==> src/rtl/sisc_pkg.sv <==
`default_nettype none
// ============================================================================
// Module      : sisc_pkg
// Description : Shared SISC datapath widths and drain-FSM state encoding.
// Revision    : 1.0 - initial release
// ============================================================================
package sisc_pkg;

    localparam int c_AW = 16;
    localparam int c_DW = 32;

    typedef logic [1:0] drain_state_t;

    localparam drain_state_t c_ST_IDLE   = 2'd0;
    localparam drain_state_t c_ST_SETUP  = 2'd1;
    localparam drain_state_t c_ST_STROBE = 2'd2;
    localparam drain_state_t c_ST_HOLD   = 2'd3;

endpackage
`default_nettype wire

==> src/rtl/sb_fwd_match.sv <==
`default_nettype none
// ============================================================================
// Module      : sb_fwd_match
// Description : DEPTH-way load/store address compare, youngest valid hit wins.
// Revision    : 1.0 - initial release
// ============================================================================
module sb_fwd_match
    import sisc_pkg::*;
#(
    parameter int DEPTH = 4,
    parameter int AW    = c_AW
) (
    input  logic [AW-1:0]               i_ld_addr,
    input  logic [DEPTH-1:0][AW-1:0]    i_entry_addr,
    input  logic [$clog2(DEPTH)-1:0]    i_head,
    input  logic [$clog2(DEPTH):0]      i_count,
    output logic                        o_hit,
    output logic [$clog2(DEPTH)-1:0]    o_hit_idx
);

    localparam int c_PTR_W = $clog2(DEPTH);
    localparam int c_CNT_W = c_PTR_W + 1;

    logic [c_PTR_W-1:0] w_idx;

    // Walk oldest to youngest from head so a later (younger) hit overrides.
    always_comb begin
        o_hit     = 1'b0;
        o_hit_idx = '0;
        w_idx     = '0;
        for (int i = 0; i < DEPTH; i++) begin
            w_idx = i_head + c_PTR_W'(i);
            if ((c_CNT_W'(i) < i_count) && (i_entry_addr[w_idx] == i_ld_addr)) begin
                o_hit     = 1'b1;
                o_hit_idx = w_idx;
            end
        end
    end

endmodule
`default_nettype wire

==> src/rtl/dm_store_buffer.sv <==
`default_nettype none
// ============================================================================
// Module      : dm_store_buffer
// Description : In-order store queue draining to dm via SETUP/STROBE/HOLD,
//               with youngest-match load forwarding.
// Revision    : 1.0 - initial release
// ============================================================================
module dm_store_buffer
    import sisc_pkg::*;
#(
    parameter int DEPTH = 4,
    parameter int AW    = c_AW,
    parameter int DW    = c_DW
) (
    input  logic          clk,
    input  logic          rst_f,
    input  logic          st_valid,
    input  logic [AW-1:0] st_addr,
    input  logic [DW-1:0] st_data,
    output logic          st_ready,
    input  logic [AW-1:0] ld_addr,
    output logic [DW-1:0] ld_data,
    output logic          ld_fwd,
    output logic          buf_empty,
    output logic [AW-1:0] dm_read_addr,
    input  logic [DW-1:0] dm_read_data,
    output logic [AW-1:0] dm_write_addr,
    output logic [DW-1:0] dm_write_data,
    output logic          dm_we
);

    localparam int                 c_PTR_W = $clog2(DEPTH);
    localparam int                 c_CNT_W = c_PTR_W + 1;
    localparam logic [c_CNT_W-1:0] c_DEPTH = c_CNT_W'(DEPTH);

    logic [DEPTH-1:0][AW-1:0] r_addr_q;
    logic [DW-1:0]            r_data_q [DEPTH];
    logic [c_PTR_W-1:0]       r_head;
    logic [c_PTR_W-1:0]       r_tail;
    logic [c_CNT_W-1:0]       r_count;
    drain_state_t             r_state;
    logic [AW-1:0]            r_wr_addr;
    logic [DW-1:0]            r_wr_data;
    logic                     r_we;

    logic                     w_push;
    logic                     w_pop;
    logic                     w_hit;
    logic [c_PTR_W-1:0]       w_hit_idx;
    logic [c_PTR_W-1:0]       w_head_nxt;

    assign st_ready      = (r_count < c_DEPTH);
    assign w_push        = st_valid & st_ready;
    assign w_pop         = (r_state == c_ST_HOLD);
    assign w_head_nxt    = r_head + c_PTR_W'(1);
    assign buf_empty     = (r_count == '0) && (r_state == c_ST_IDLE);
    assign dm_read_addr  = ld_addr;
    assign dm_write_addr = r_wr_addr;
    assign dm_write_data = r_wr_data;
    assign dm_we         = r_we;

    always_ff @(posedge clk) begin
        if (w_push) begin
            r_addr_q[r_tail] <= st_addr;
            r_data_q[r_tail] <= st_data;
        end
    end

    always_ff @(posedge clk) begin
        if (!rst_f) begin
            r_head    <= '0;
            r_tail    <= '0;
            r_count   <= '0;
            r_state   <= c_ST_IDLE;
            r_wr_addr <= '0;
            r_wr_data <= '0;
            r_we      <= 1'b0;
        end else begin
            if (w_push) begin
                r_tail <= r_tail + c_PTR_W'(1);
            end
            if (w_pop) begin
                r_head <= w_head_nxt;
            end
            if (w_push && !w_pop) begin
                r_count <= r_count + c_CNT_W'(1);
            end else if (!w_push && w_pop) begin
                r_count <= r_count - c_CNT_W'(1);
            end

            // Write address/data only move on entry to SETUP, so dm sees them stable.
            case (r_state)
                c_ST_IDLE: begin
                    if (r_count != '0) begin
                        r_state   <= c_ST_SETUP;
                        r_wr_addr <= r_addr_q[r_head];
                        r_wr_data <= r_data_q[r_head];
                    end
                end
                c_ST_SETUP: begin
                    r_state <= c_ST_STROBE;
                    r_we    <= 1'b1;
                end
                c_ST_STROBE: begin
                    r_state <= c_ST_HOLD;
                    r_we    <= 1'b0;
                end
                c_ST_HOLD: begin
                    if (r_count > c_CNT_W'(1)) begin
                        r_state   <= c_ST_SETUP;
                        r_wr_addr <= r_addr_q[w_head_nxt];
                        r_wr_data <= r_data_q[w_head_nxt];
                    end else begin
                        r_state <= c_ST_IDLE;
                    end
                end
                default: begin
                    r_state <= c_ST_IDLE;
                    r_we    <= 1'b0;
                end
            endcase
        end
    end

    sb_fwd_match #(
        .DEPTH (DEPTH),
        .AW    (AW)
    ) u_fwd_match (
        .i_ld_addr    (ld_addr),
        .i_entry_addr (r_addr_q),
        .i_head       (r_head),
        .i_count      (r_count),
        .o_hit        (w_hit),
        .o_hit_idx    (w_hit_idx)
    );

    assign ld_fwd  = w_hit;
    assign ld_data = w_hit ? r_data_q[w_hit_idx] : dm_read_data;

endmodule
`default_nettype wire

==> config.mk <==
export PLATFORM = sky130hd
export DESIGN_NAME = dm_store_buffer
export DESIGN_NICKNAME = d
export VERILOG_FILES = /design/src/rtl/sisc_pkg.sv /design/src/rtl/sb_fwd_match.sv /design/src/rtl/dm_store_buffer.sv
export SDC_FILE = /design/constraint.sdc
export NUM_CORES = 1
export LEC_CHECK = 0
export BUFFER_PORTS_ARGS = -buffer_cell sky130_fd_sc_hd__buf_2
export CAP_MARGIN = 10
export CORE_MARGIN = 5
export CORE_UTILIZATION = 50
export DETAILED_ROUTE_END_ITERATION = 12
export PLACE_DENSITY = 0.73
export SLEW_MARGIN = 20
export SYNTH_ARGS = -nofsm -noshare
export SYNTH_HDL_FRONTEND = slang
export SYNTH_SLANG_ARGS = --single-unit
==> constraint.sdc <==
create_clock -name clk -period 3.7 [get_ports clk]
set_clock_uncertainty 0.2 [all_clocks]
set_input_delay 0.37 -clock clk [delete_from_list [all_inputs] [get_ports clk]]
set_output_delay 0.37 -clock clk [all_outputs]
set_load 0.01 [all_outputs]
Word-level counts from Yosys, hierarchy flattened

Memories as Yosys holds them, arrays and structs flattened. A register that Yosys moved wholly into a read port is not among the register bits.
Index checks and enable logic that the tools add are counted.

$add $sub $neg: 6
Magnitude comparators: 12
Eq/ne operators: 9
Multiplexer cells: 36
Bitwise gates (word level): 1
Reductions and logical operators: 17

Operators by type and width:

| cell                  | number |
|---|---|
| $bmux W16 S2          | 4 |
| $mux W16              | 7 |
| $mux W32              | 3 |
| $bwmux W64            | 1 |
| $eq A16 B16 Y1        | 4 |
| $pmux W32 S2          | 1 |
| $demux W16 S2         | 1 |
| $pmux W16 S2          | 1 |
| $lt A2 B3 Y1 const B  | 5 |
| $mux W2               | 7 |
| $logic_and A1 B1 Y1   | 8 |
| $pmux W2 S4           | 1 |
| $mux W1               | 7 |
| $lt A1 B3 Y1 const A  | 2 |
| $lt A2 B3 Y1 const A  | 2 |
| $mux W3               | 2 |
| $reduce_bool A2 Y1    | 3 |
| $add A2 B1 Y2 const B | 2 |
| $add A2 B2 Y2 const B | 2 |
| $eq A2 B2 Y1 const B  | 2 |
| $ne A2 B1 Y1 const B  | 2 |
| $add A3 B1 Y3 const B | 1 |
| $gt A3 B1 Y1 const B  | 1 |
| $logic_not A3 Y1      | 1 |
| other kinds (10)      | 11 |

Register bits after elaboration: 122
RAM bits: 128
Output and inout bits: 100
Memories: 1

Memory list:

| memory   | depth | width | rd ports | clocked after Yosys merged registers in | wr ports | line                  | RTL |
|---|---|---|---|---|---|---|---|
| r_data_q | 4     | 32    | 3        | 1                                       | 1        | dm_store_buffer.sv:37 | `logic [DW-1:0] r_data_q [DEPTH];` |

Logic depth before layout (Yosys ltp)

An unclocked memory read counts as a cell.

Word-level depth: 10
Gate-level depth with buffers: 18
Depth with buffers taken out: 11

Cells and area by module

From an unflattened synthesis, not the netlist that was laid out.

Cell total of the unflattened synthesis: 979
Area, all modules: 14936.8 µm²

Modules (own cells, without submodules):

| module          | times used | cells an instance | area an instance (µm²) |
|---|---|---|---|
| dm_store_buffer | 1          | 716               | 12348.1 |
| sb_fwd_match    | 1          | 263               | 2588.7 |

Worst setup path before layout

No wires, ideal clock.

Kind: register to output
From: register r_head[1]
To: output port ld_data[28]
Data arrival time: 3.426 ns
Required time: 3.130 ns
Setup slack: -0.296 ns
Stages on the path, launching flop included: 14
Cell sequence: dfxtp_1 > buf_4 > buf_2 > mux4_2 > xnor2_1 > nand4_1 > or3_4 > a211oi_4 > a21o_4 > buf_12 > mux2i_1 > or3_1 > a211o_1 > a31oi_1

Longest elaborated chain between the ends: 10

RTL lines:

| what                                                             | line                                   | RTL |
|---|---|---|
| start: declaration                                               | dm_store_buffer.sv:38                  | `logic [c_PTR_W-1:0] r_head;` |
| start signal: assignment                                         | dm_store_buffer.sv:83                  | `r_head <= w_head_nxt;` |
| $add A2 B1 Y2 or $bmux W16 S2 (tied branches)                    | sb_fwd_match.sv:32, sb_fwd_match.sv:33 |  |
| $bmux W16 S2 or $mux W16 (tied branches)                         | sb_fwd_match.sv:33                     | `if ((c_CNT_W'(i) < i_count) && (i_entry_addr[w_idx] == i_ld_addr)) begin` |
| $mux W16 (not written as such) or $eq A16 B16 Y1 (tied branches) | sb_fwd_match.sv:33                     |  |
| $eq A16 B16 Y1 or $logic_and A1 B1 Y1 (tied branches)            | sb_fwd_match.sv:33                     |  |
| $logic_and A1 B1 Y1 or $mux W2 (tied branches)                   | sb_fwd_match.sv:33                     |  |
| $mux W2 (3 in series)                                            | sb_fwd_match.sv:33                     |  |
| $mem_v2 Z4 W32                                                   | -                                      |  |
| $mux W32 (*)                                                     | dm_store_buffer.sv:138                 | `assign ld_data = w_hit ? r_data_q[w_hit_idx] : dm_read_data;` |
| end: declaration                                                 | dm_store_buffer.sv:22                  | `output logic [DW-1:0] ld_data,` |

Mark *: on every way between the ends. The rest lies on a longest branch, timed or not. The select of a mux whose other input is x is not followed.

Final worst setup path

From: register r_head[1]
To: output port ld_data[26]

The elaborated chain is that of the path after synthesis.

==> impl_metrics.py <==
metrics = {
    "setup_path": {
        "cpPeakStageDelay_ps": 560,
        "cp.arrival_ps": 4180,
        "cp_cell_sequence": "buf_8 > mux4_2 > buf_6 > xnor2_2 > nand3_1 > nor3_2 > nand4_1 > buf_6 > nor2_4 > buf_6 > buf_12 > buf_4 > nor4_1 > nor4_1 > mux2i_1 > a21oi_2 > buf_2",
        "r2r_setup_slack_ps": 480,
        "critPathTopFamily": "simple AND/OR/NAND/NOR gates",
        "crit_top_cell": "buf_6",
        "slowest_stage": "mux4_2",
        "crit_required_ps": 3130,
        "cp_max_fo": 7,
        "end_kind": "output pin",
        "critPathLaunchType": "flip-flop",
        "critPathBufInv": 7,
        "path_class": "flip-flop to output pin",
    },
    "sta": {
        "timing.final.ws_setup_ps": -1050,
        "fmax_mhz": 211,
        "relSlewSlack": 0.241,
        "finalCritPeriodShare": 1.28,
        "slew_violations": 0,
        "whs_ps": 149,
        "finalHoldViolations": 0,
        "layout_min_cycle_time_ps": 4750,
        "worstMarginPinSlew_ps": 1140,
        "setup_viol": 33,
        "rsz0062_at_grt": "yes",
    },
    "place": {
        "dp_hpwl_um": 38200,
        "io_buffers": 198,
        "dpl-instance-area_um2": 20300,
        "pre_cts_slack_ps": -727,
        "gp_congestion": 0.923,
        "placedCellCount": 2331,
    },
    "global_routing": {
        "grt_overflow_total": 0,
        "grt_pass1_wl_um": 87800,
        "grt_max_degree": 114,
        "grt_pass1_vias": 15400,
        "track_usage": 0.286,
        "antenna_found_initial": 2,
    },
    "pwr": {
        "sw_frac_of_total": 0.359,
        "p_comb_frac": 0.402,
        "p_leak_nw": 8.38,
        "clkPwrFrac": 0.250,
        "peakVddDrop_mv": 0.624,
        "p_seq_frac": 0.348,
        "p_per_area_nw_per_um2": 491,
        "power.total_mw": 11.3,
        "p_int_mw": 7.24,
        "p_sw_mw": 4.05,
    },
    "clock_tree": {
        "root_buffer": "clkbuf_16",
        "cts.path.max_buffers": 3,
        "path_clk_slew_ps": 70,
        "cts_tree": "done",
        "htree_levels": 1,
        "clock-sinks": 252,
        "numCtsBuffers": 28,
        "insertion_delay_ps": 570,
    },
    "finish": {
        "layout_common_cells": "buf_2 (197), edfxtp_1 (192), buf_4 (189)",
        "syn_to_final_growth_pct": 32.4,
        "drive_gt1_frac": 0.400,
        "fin_nets": 2098,
        "layout_commonest_cell": "buf_2",
        "fillCellCount": 2518,
        "final_area_um2": 23000,
        "fin_cells": 2465,
    },
    "route": {
        "dr_total_vias": 15900,
        "met3_length_um": 5820,
        "drt_iter0_drc": 1920,
        "top_layer_used": "met4",
        "routed_wl_um": 59100,
        "met1_length_um": 22500,
        "met2WireLength_um": 28200,
        "drcViolationCount": 0,
        "ant_nets": 0,
        "routedWlPerCell_um": 24.0,
        "dr.pass1.iters": 6,
        "viasPerCell": 6.46,
    },
    "yosys": {
        "syn_nets": 1752,
        "synth_cell_types": 65,
        "syn-cell-area_um2": 17400,
        "seq_area_frac_synth": 0.401,
        "yosys_warnings": 0,
        "syn_avg_cell_area_um2": 10.6,
        "synthArstFlopShare": 0,
        "ys_seq_elements": 252,
        "synthCells": 1640,
        "synth_flop_cell": "edfxtp_1",
        "synth_edf_count": 192,
    },
    "floorplan": {
        "rows": 68,
        "die_h_um": 196,
        "ios": 199,
        "die_w_um": 196,
        "initial_core_util": 0.505,
        "die_area_um2": 38600,
        "core_um2": 34400,
    },
    "job": {
        "drv_cap": 0,
    },
    "status": {
        "status": "complete, but fails checks",
        "violations": "negative setup slack",
    },
    "hold_path": {
        "hold_class": "input port to flip-flop",
    },
}
cells in the mapped netlist, types with 11 or more instances:
cell type    n  area (um^2)
a211oi_1    31          233
a21oi_1    121          606
a221oi_1    27          236
buf_1       14         52.6
buf_2       11         55.1
buf_4       24          180
clkbuf_1   122          458
dfxtp_1     60         1200
edfxtp_1   192         5770
ha_1        13          163
inv_1       16         60.1
mux2_2      12          135
mux2i_1     88          881
mux4_2     112         2520
nand2_1    127          477
nand2b_1    53          332
nand3_1     67          335
nand3b_1    30          225
nand4_1     14         87.6
nor2_1     119          447
nor3b_1     11         82.6
nor4_1      52          325
o211a_1     34          340
o21ai_0     71          355
or2_2       27          169
xnor2_1     55          482
xor2_1      11         96.3
flip-flops by register name, indices dropped and copies added (netlist names), named ones only:
register	count
r_tail	2
r_count	3
r_addr_q	64
r_head	2
r_state	2
dm_write_data	32
dm_we	1
dm_write_addr	16
r_data_q	128
final timing paths:
kind | from | end | depth (start not counted)
worst min register to register | dm_write_data[21] | dm_write_data[21] | 1
worst min-delay path | st_valid | r_tail[0] | 4
worst max-delay path | r_head[1] | ld_data[26] | 17
worst max register to register | r_head[0] | dm_write_data[30] | 11
per-layer routing:
metal / global-route usage / vias up
li1: - / 6981
met1: 0.382 / 7775
met2: 0.472 / 975
met3: 0.0485 / 200
met4: 0.109 / 0
met5: 0 / -
logic make-up after synthesis:
| kind of cell | count (synthesis) | share of synthesized area |
|---|---|---|
| adder cells (fa/ha/maj) | 13 | 0.00937 |
| AND/OR/NAND/NOR | 545 | 0.161 |
| multiplexers | 212 | 0.204 |
| XOR/XNOR | 67 | 0.0342 |
| flip-flops | 252 | 0.401 |
| buffers and inverters | 196 | 0.0538 |
| AO/OA/AOI/OAI | 355 | 0.137 |
power by group through the flow:
stage | Combinational [mW] | Sequential (mW) | Clock (mW)
CTS | 4.41 | 3.92 | 2.84
finish | 4.54 | 3.94 | 2.82
detailed placement | 4.16 | 3.98 | 0
global placement | 4.06 | 3.95 | 0
global route | 4.87 | 3.98 | 2.98
floorplan | 2.55 | 3.95 | 0
area by class of cell:
cell class                 instances  area [um^2]  area share
multi-input combinational       1192        10500       0.455
inverter                          16         60.1     0.00261
antenna                            2         5.00    0.000218
timing repair buffer             496         3990       0.173
clock buffer                      42          813      0.0354
sequential                       252         6980       0.303
tap                              455          569      0.0248
clock inverter                    10          121     0.00528
through the flow:
stage                     utilization  setup TNS [ps]
after CTS                       0.653          -31110
after global routing            0.669          -36050
after floorplan                     -           -3010
after detailed placement        0.591          -20700
after global placement          0.591          -20190
final                           0.669          -31730
tightest hold or removal path: stages:
cell and delay [ps]:
buf_2 100, nor2b_1 200, xnor2_1 160, nor2_1 40
repair_timing:
item | CTS | global route
hold buffers | 48 | 0
endpoints found under the setup margin | 33 | 33
pin swaps | 35 | 33
resized for setup | 94 | 73
cloned | 2 | 4
buffers inserted | 18 | 9
hold endpoints to repair | 192 | 0
(Power assumes the default switching activity.)
